===== config.mk =====
export PLATFORM = sky130hd
export DESIGN_NAME = alu_md_controller
export DESIGN_NICKNAME = d
export VERILOG_FILES = /design/src/rtl/alu_md_controller_pkg.sv /design/src/rtl/alu_md_controller_md_iter_unit.sv /design/src/rtl/alu_md_controller.sv
export SDC_FILE = /design/constraint.sdc
export NUM_CORES = 1
export LEC_CHECK = 0
export BUFFER_PORTS_ARGS = -buffer_cell sky130_fd_sc_hd__buf_4
export CAP_MARGIN = 20
export CORE_ASPECT_RATIO = 0.7
export CORE_UTILIZATION = 57
export DETAILED_ROUTE_END_ITERATION = 7
export PLACE_DENSITY = 0.79
export RECOVER_POWER = 25
export SLEW_MARGIN = 20
export SYNTH_ARGS = -nofsm -noshare
export SYNTH_HDL_FRONTEND = slang
export SYNTH_SLANG_ARGS = --single-unit

===== constraint.sdc =====
create_clock -name clk -period 7.45 [get_ports clk]
set_input_delay 1.1175 -clock clk [delete_from_list [all_inputs] [get_ports clk]]
set_output_delay 1.1175 -clock clk [all_outputs]
set_load 0.1 [all_outputs]

===== src/rtl/alu_md_controller_pkg.sv =====
// Shared encodings for the EX-stage ALU controller: ALU op codes,
// RV32M funct3/funct7 values and the multiply/divide sequencer states.
package alu_pkg;

  typedef enum logic [3:0] {
    ALU_AND = 4'b0000,
    ALU_OR  = 4'b0001,
    ALU_ADD = 4'b0010,
    ALU_SUB = 4'b0011,
    ALU_SLL = 4'b0100,
    ALU_SRL = 4'b0101,
    ALU_XOR = 4'b0110,
    ALU_SRA = 4'b0111,
    ALU_EQ  = 4'b1000,
    ALU_SLT = 4'b1100
  } alu_op_t;

  localparam logic [2:0] MD_MUL    = 3'b000;
  localparam logic [2:0] MD_MULH   = 3'b001;
  localparam logic [2:0] MD_MULHSU = 3'b010;
  localparam logic [2:0] MD_MULHU  = 3'b011;
  localparam logic [2:0] MD_DIV    = 3'b100;
  localparam logic [2:0] MD_DIVU   = 3'b101;
  localparam logic [2:0] MD_REM    = 3'b110;
  localparam logic [2:0] MD_REMU   = 3'b111;

  localparam logic [6:0] F7_BASE   = 7'b0000000;
  localparam logic [6:0] F7_ALT    = 7'b0100000;
  localparam logic [6:0] F7_MULDIV = 7'b0000001;

  typedef enum logic [1:0] {
    MD_IDLE = 2'd0,
    MD_BUSY = 2'd1,
    MD_DONE = 2'd2
  } md_state_t;

endpackage


===== src/rtl/alu_md_controller_md_iter_unit.sv =====
// Iterative RV32M datapath: one bit per step of shift-add multiply or
// restoring divide on operand magnitudes, with sign fix-up and special cases.
import alu_pkg::*;

module md_iter_unit #(
  parameter int unsigned XLEN = 32
) (
  input  logic            clk,
  input  logic            reset,
  input  logic            load,
  input  logic            step,
  input  logic            finish,
  input  logic [2:0]      funct3,
  input  logic [XLEN-1:0] srca,
  input  logic [XLEN-1:0] srcb,
  output logic            special,
  output logic [XLEN-1:0] result
);

  localparam logic [XLEN-1:0] MOST_NEG = {1'b1, {(XLEN-1){1'b0}}};

  logic [XLEN-1:0] hi, lo, opb;
  logic [2:0]      op;
  logic            neg_q, neg_r;

  logic            sgn_a, sgn_b, div_zero, ovf;
  logic [XLEN-1:0] mag_a, mag_b, spec_res;
  logic [XLEN:0]   mul_sum, div_trial;
  logic [XLEN-1:0] hi_n, lo_n, mulh_val, fixed;

  always_comb begin
    sgn_a    = srca[XLEN-1] & (funct3 == MD_MULH || funct3 == MD_MULHSU ||
                               funct3 == MD_DIV  || funct3 == MD_REM);
    sgn_b    = srcb[XLEN-1] & (funct3 == MD_MULH || funct3 == MD_DIV ||
                               funct3 == MD_REM);
    mag_a    = sgn_a ? -srca : srca;
    mag_b    = sgn_b ? -srcb : srcb;
    div_zero = funct3[2] && (srcb == '0);
    ovf      = (funct3 == MD_DIV || funct3 == MD_REM) &&
               (srca == MOST_NEG) && (srcb == '1);
    special  = div_zero | ovf;
    // funct3[1] separates REM/REMU from DIV/DIVU
    if (div_zero) spec_res = funct3[1] ? srca : '1;
    else          spec_res = funct3[1] ? '0   : srca;
  end

  always_comb begin
    mul_sum   = {1'b0, hi} + (lo[0] ? {1'b0, opb} : '0);
    div_trial = {hi, lo[XLEN-1]} - {1'b0, opb};
    if (op[2]) begin
      hi_n = div_trial[XLEN] ? {hi[XLEN-2:0], lo[XLEN-1]} : div_trial[XLEN-1:0];
      lo_n = {lo[XLEN-2:0], ~div_trial[XLEN]};
    end else begin
      hi_n = mul_sum[XLEN:1];
      lo_n = {mul_sum[0], lo[XLEN-1:1]};
    end
    // Upper half of -{hi,lo}: the +1 only carries into hi when lo is zero
    mulh_val = neg_q ? (~hi_n + XLEN'(lo_n == '0)) : hi_n;
    case (op)
      MD_MUL:                       fixed = lo_n;
      MD_MULH, MD_MULHSU, MD_MULHU: fixed = mulh_val;
      MD_DIV, MD_DIVU:              fixed = neg_q ? -lo_n : lo_n;
      default:                      fixed = neg_r ? -hi_n : hi_n;
    endcase
  end

  always_ff @(posedge clk or posedge reset) begin
    if (reset) begin
      hi     <= '0;
      lo     <= '0;
      opb    <= '0;
      op     <= '0;
      neg_q  <= 1'b0;
      neg_r  <= 1'b0;
      result <= '0;
    end else if (load) begin
      hi    <= '0;
      lo    <= mag_a;
      opb   <= mag_b;
      op    <= funct3;
      neg_q <= sgn_a ^ sgn_b;
      neg_r <= sgn_a;
      if (special) result <= spec_res;
    end else if (step) begin
      hi <= hi_n;
      lo <= lo_n;
      if (finish) result <= fixed;
    end
  end

endmodule


===== src/rtl/alu_md_controller.sv =====
// EX-stage ALU controller for RV32IM: ALU op decode plus the sequencer that
// stalls the pipeline while an iterative multiply/divide runs.
import alu_pkg::*;

module alu_md_controller #(
  parameter int unsigned XLEN = 32,
  parameter bit          EN_M = 1'b1
) (
  input  logic            clk,
  input  logic            reset,
  input  logic [1:0]      ALUOp,
  input  logic            RType,
  input  logic [6:0]      Funct7,
  input  logic [2:0]      Funct3,
  input  logic            issue,
  input  logic            flush,
  input  logic [XLEN-1:0] SrcA,
  input  logic [XLEN-1:0] SrcB,
  output logic [3:0]      Operation,
  output logic            md_sel,
  output logic            stall,
  output logic [XLEN-1:0] md_result,
  output logic            md_done
);

  localparam int unsigned CW = $clog2(XLEN);

  alu_op_t   op;
  logic      is_md, start, load, step, finish, md_special;
  md_state_t state, state_n;
  logic [CW-1:0] cnt;

  always_comb begin
    is_md = EN_M && (ALUOp == 2'b10) && RType && (Funct7 == F7_MULDIV);
    op    = ALU_AND;
    case (ALUOp)
      2'b00, 2'b11: op = ALU_ADD;
      2'b01:        op = ALU_EQ;
      default: begin
        if (is_md) op = ALU_ADD;
        else begin
          case (Funct3)
            3'b000:  op = (RType && Funct7 == F7_ALT) ? ALU_SUB : ALU_ADD;
            3'b111:  op = ALU_AND;
            3'b110:  op = ALU_OR;
            3'b100:  op = ALU_XOR;
            3'b001:  op = ALU_SLL;
            3'b010:  op = ALU_SLT;
            3'b101: begin
              if (Funct7 == F7_BASE)     op = ALU_SRL;
              else if (Funct7 == F7_ALT) op = ALU_SRA;
              else                       op = ALU_AND;
            end
            default: op = ALU_AND;
          endcase
        end
      end
    endcase
  end

  assign Operation = op;
  assign md_sel    = is_md;

  always_ff @(posedge clk or posedge reset) begin
    if (reset) begin
      state <= MD_IDLE;
      cnt   <= '0;
    end else begin
      state <= state_n;
      if (load)      cnt <= '0;
      else if (step) cnt <= cnt + 1'b1;
    end
  end

  // reset gates start so stall falls the instant reset asserts
  assign start = issue & is_md & ~flush & ~reset;

  always_comb begin
    state_n = state;
    stall   = 1'b0;
    load    = 1'b0;
    step    = 1'b0;
    finish  = 1'b0;
    md_done = 1'b0;
    case (state)
      MD_IDLE: begin
        if (start) begin
          load    = 1'b1;
          stall   = 1'b1;
          state_n = md_special ? MD_DONE : MD_BUSY;
        end
      end
      MD_BUSY: begin
        if (flush) state_n = MD_IDLE;
        else begin
          stall = ~reset;
          step  = 1'b1;
          if (cnt == CW'(XLEN-1)) begin
            finish  = 1'b1;
            state_n = MD_DONE;
          end
        end
      end
      MD_DONE: begin
        md_done = ~flush;
        state_n = MD_IDLE;
      end
      default: state_n = MD_IDLE;
    endcase
  end

  generate
    if (EN_M) begin : g_md
      md_iter_unit #(.XLEN(XLEN)) u_md (
        .clk     (clk),
        .reset   (reset),
        .load    (load),
        .step    (step),
        .finish  (finish),
        .funct3  (Funct3),
        .srca    (SrcA),
        .srcb    (SrcB),
        .special (md_special),
        .result  (md_result)
      );
    end else begin : g_no_md
      assign md_special = 1'b0;
      assign md_result  = '0;
    end
  endgenerate

endmodule


==> impl_metrics.ini <==
[grt]
antenna_found_initial = 0
grt-ovfl-total = 0
grt_util_all_layers = 0.4234
grt_max_degree = 89
grt_pass1_vias = 15630
grt_pass1_wl_um = 91200

[logic_synthesis]
synth_commonest_cells = 245 x nand2_1, 223 x o21ai_0, 189 x a21oi_1, 159 x nor2_1, 140 x dfrtp_1
synth_ff_type = dfrtp_1
syn_area_um2 = 15640
synth.largest_area_cell = dfrtp_1
async_reset_ff_frac = 1.000
ys_ff_latch = 140
synth_cells = 2108
synth_nets = 2266
yosysWarnings = 0
synth_edf_count = 0
ys_types = 105
seq_area_frac_synth = 0.2240
syn_area_per_cell_um2 = 7.419
yosysTopAreaCellShare = 0.2240
synth.most_common_cell = nand2_1
synth_area_leaders = dfrtp_1 22%, o21ai_0 7.1%, a21oi_1 6.0%, ha_1 6.0%, nand2_1 5.9%

[sta]
fmax_ghz = 0.1444
rsz0062_at_grt = no
slew_viol_final = 79
min_period_ns = 6.924
finalHoldViolCount = 0
finalSetupTns_ns = 0
setup_viol = 0
clock-skew-final_ns = 0.01277
fin_crit_sh = 0.9294
slew_headroom = -1.466
tightestPinTransition_ns = 3.679

[detailed_routing]
wl_met1_um = 26030
route.met2.wl_um = 23650
ant_nets = 0
route.detailed.drc = 0
top_layer = met4
routed-wl-met3_um = 8217
routed_via_density = 6.868
wirelength_um = 59010
first_iter_violations = 2289
vias = 17290
drt-pass1-iter-count = 6
wire_per_inst_um = 23.44

[power]
peakVddDrop_uv = 163.3
pwr_density_cell_nw_per_um2 = 119.5
cellLeakagePower_uw = 0.007645

[layout]
multi_input_area_um2 = 11400
fin_cells = 2517
final_area_um2 = 17230
regArea_um2 = 3508
syn_to_final_growth_pct = 10.14
n_fill_cell = 2429
final_nets = 2298
diodes = 0
final_util = 0.6418
layout-drive-gt1-share = 0.1157

[place]
dpl.cell_count = 2484
dp_hpwl_um = 44550
placed_cell_area_um2 = 16680
io_buffers = 119
gp_congestion = 1.023

[clock_tree]
clk_latency_ns = 0.47
cts_max_path_buffers = 2
root_buffer = clkbuf_16
clkSinkCount = 140
cts_max_level = 4
cts_resized = 0
postCtsSetupRepairBufs = 0
hold_buffers = 0
numCtsBuffers = 17
cts_tree = done
clk_pin_slew_ns = 0.06

[floorplanning]
die_h_um = 140.6
core_area_um2 = 26840
rows = 50
die_width_um = 200.0
ioPinCount = 120
initial_core_util = 0.5828
die-area_um2 = 28120

[run_status]
status = finished, violations left
violations = capacitance limit, slew limit

[setup_path]
worstPathMaxFanout = 15
setup.worst_path.end_class = flop
required_ns = 7.84
start_kind = flop
arrival_ns = 7.32
critPathKind = reg2reg

[job]
drv_cap = 1

[worst_hold_path]
hp-class = reg2reg
==> path summary, 6_finish.rpt <==
kind / startpoint / end / slack [ns] / depth (start not counted)
max: g_md.u_md.lo[31] / g_md.u_md.result[20] / 0.53 / 24
max reg2reg: g_md.u_md.lo[31] / g_md.u_md.result[20] / 0.53 / 24
min reg2reg: g_md.u_md.result[0] / g_md.u_md.result[0] / 0.48 / 2
min in group asynchronous: reset / g_md.u_md.result[4] / 1.75 / 2
min: g_md.u_md.result[0] / g_md.u_md.result[0] / 0.48 / 2
max in group asynchronous: reset / g_md.u_md.lo[0] / 3.56 / 3
==> flip-flops by register name, summed over array words and instances (netlist names) <==
signal,cells
cnt,5
state,2
g_md.u_md.opb,32
g_md.u_md.lo,32
g_md.u_md.op,3
g_md.u_md.hi,32
g_md.u_md.neg_r,1
g_md.u_md.result,32
g_md.u_md.neg_q,1
==> report_power, final <==
group / internal (µW) / switching (µW) / total (µW)
Combinational: 172 / 295 / 466
Sequential: 764 / 9.08 / 773
Clock: 434 / 386 / 820
Total: 1370 / 689 / 2060
==> kinds of logic after synthesis <==
group / share of synthesized area
AOI/OAI and AO/OA: 0.3015
and+or+nand+nor: 0.2239
adders and majority gates: 0.06320
xor gates and xnor gates: 0.1070
muxes: 0.03136
buffers and inverters: 0.04904
DFF: 0.2240
==> stage by stage <==
stage	total power [µW]	setup WS, ns	hold WS [ns]
2_1_floorplan	1080	1.561	0.4639
3_3_place_gp	1231	1.154	0.4707
3_5_place_dp	1237	0.8520	0.4707
4_1_cts	2047	0.7764	0.4855
5_1_grt	2122	0.2239	0.4992
6_report	2059	0.5257	0.4834
==> metal layers <==
| layer | vias to the layer above | global-route usage |
|---|---|---|
| met5 | - | 0 |
| met4 | 0 | 0.1053 |
| met3 | 95 | 0.1280 |
| met2 | 1169 | 0.5753 |
| met1 | 8216 | 0.6407 |
| li1 | 7807 | - |
==> critical path, stage by stage, from the launching register on <==
cell and delay, ns:
dfrtp_1 0.42, inv_1 0.12, ha_1 0.18, inv_1 0.05
fa_1 0.44, a211oi_2 0.26, o211ai_2 0.21, and3_4 0.23
o211ai_2 0.41, nand3_2 0.40, nand3_4 0.27, a21boi_0 0.37
ha_1 0.36, nand4_1 0.21, nor4b_1 0.39, buf_4 0.22
nand3_1 0.10, nor2_1 0.20, ha_1 0.32, nand4_1 0.21
or4_1 0.64, o21ai_0 0.29, o22ai_1 0.13, or3_1 0.34
nand3_1 0.08
==> layout by cell type, fill, tap and decap left out, types with 75 or more instances in the layout <==
master   instances
a21oi_1        189
buf_4          137
dfrtp_1        138
ha_1            75
nand2_1        244
nand3_1         77
nor2_1         158
o21ai_0        223
xnor2_1        100
xor2_1          91
==> layout make-up <==
| cell class | count | area share |
|---|---|---|
| Clock buffer | 19 | 0.02571 |
| Clock inverter | 13 | 0.005593 |
| Inverter | 70 | 0.01533 |
| Multi-Input combinational cell | 1770 | 0.6620 |
| Sequential cell | 140 | 0.2037 |
| Tap cell | 364 | 0.02644 |
| Timing Repair Buffer | 141 | 0.06123 |
No activity file was read; power rests on OpenSTA's default activity.
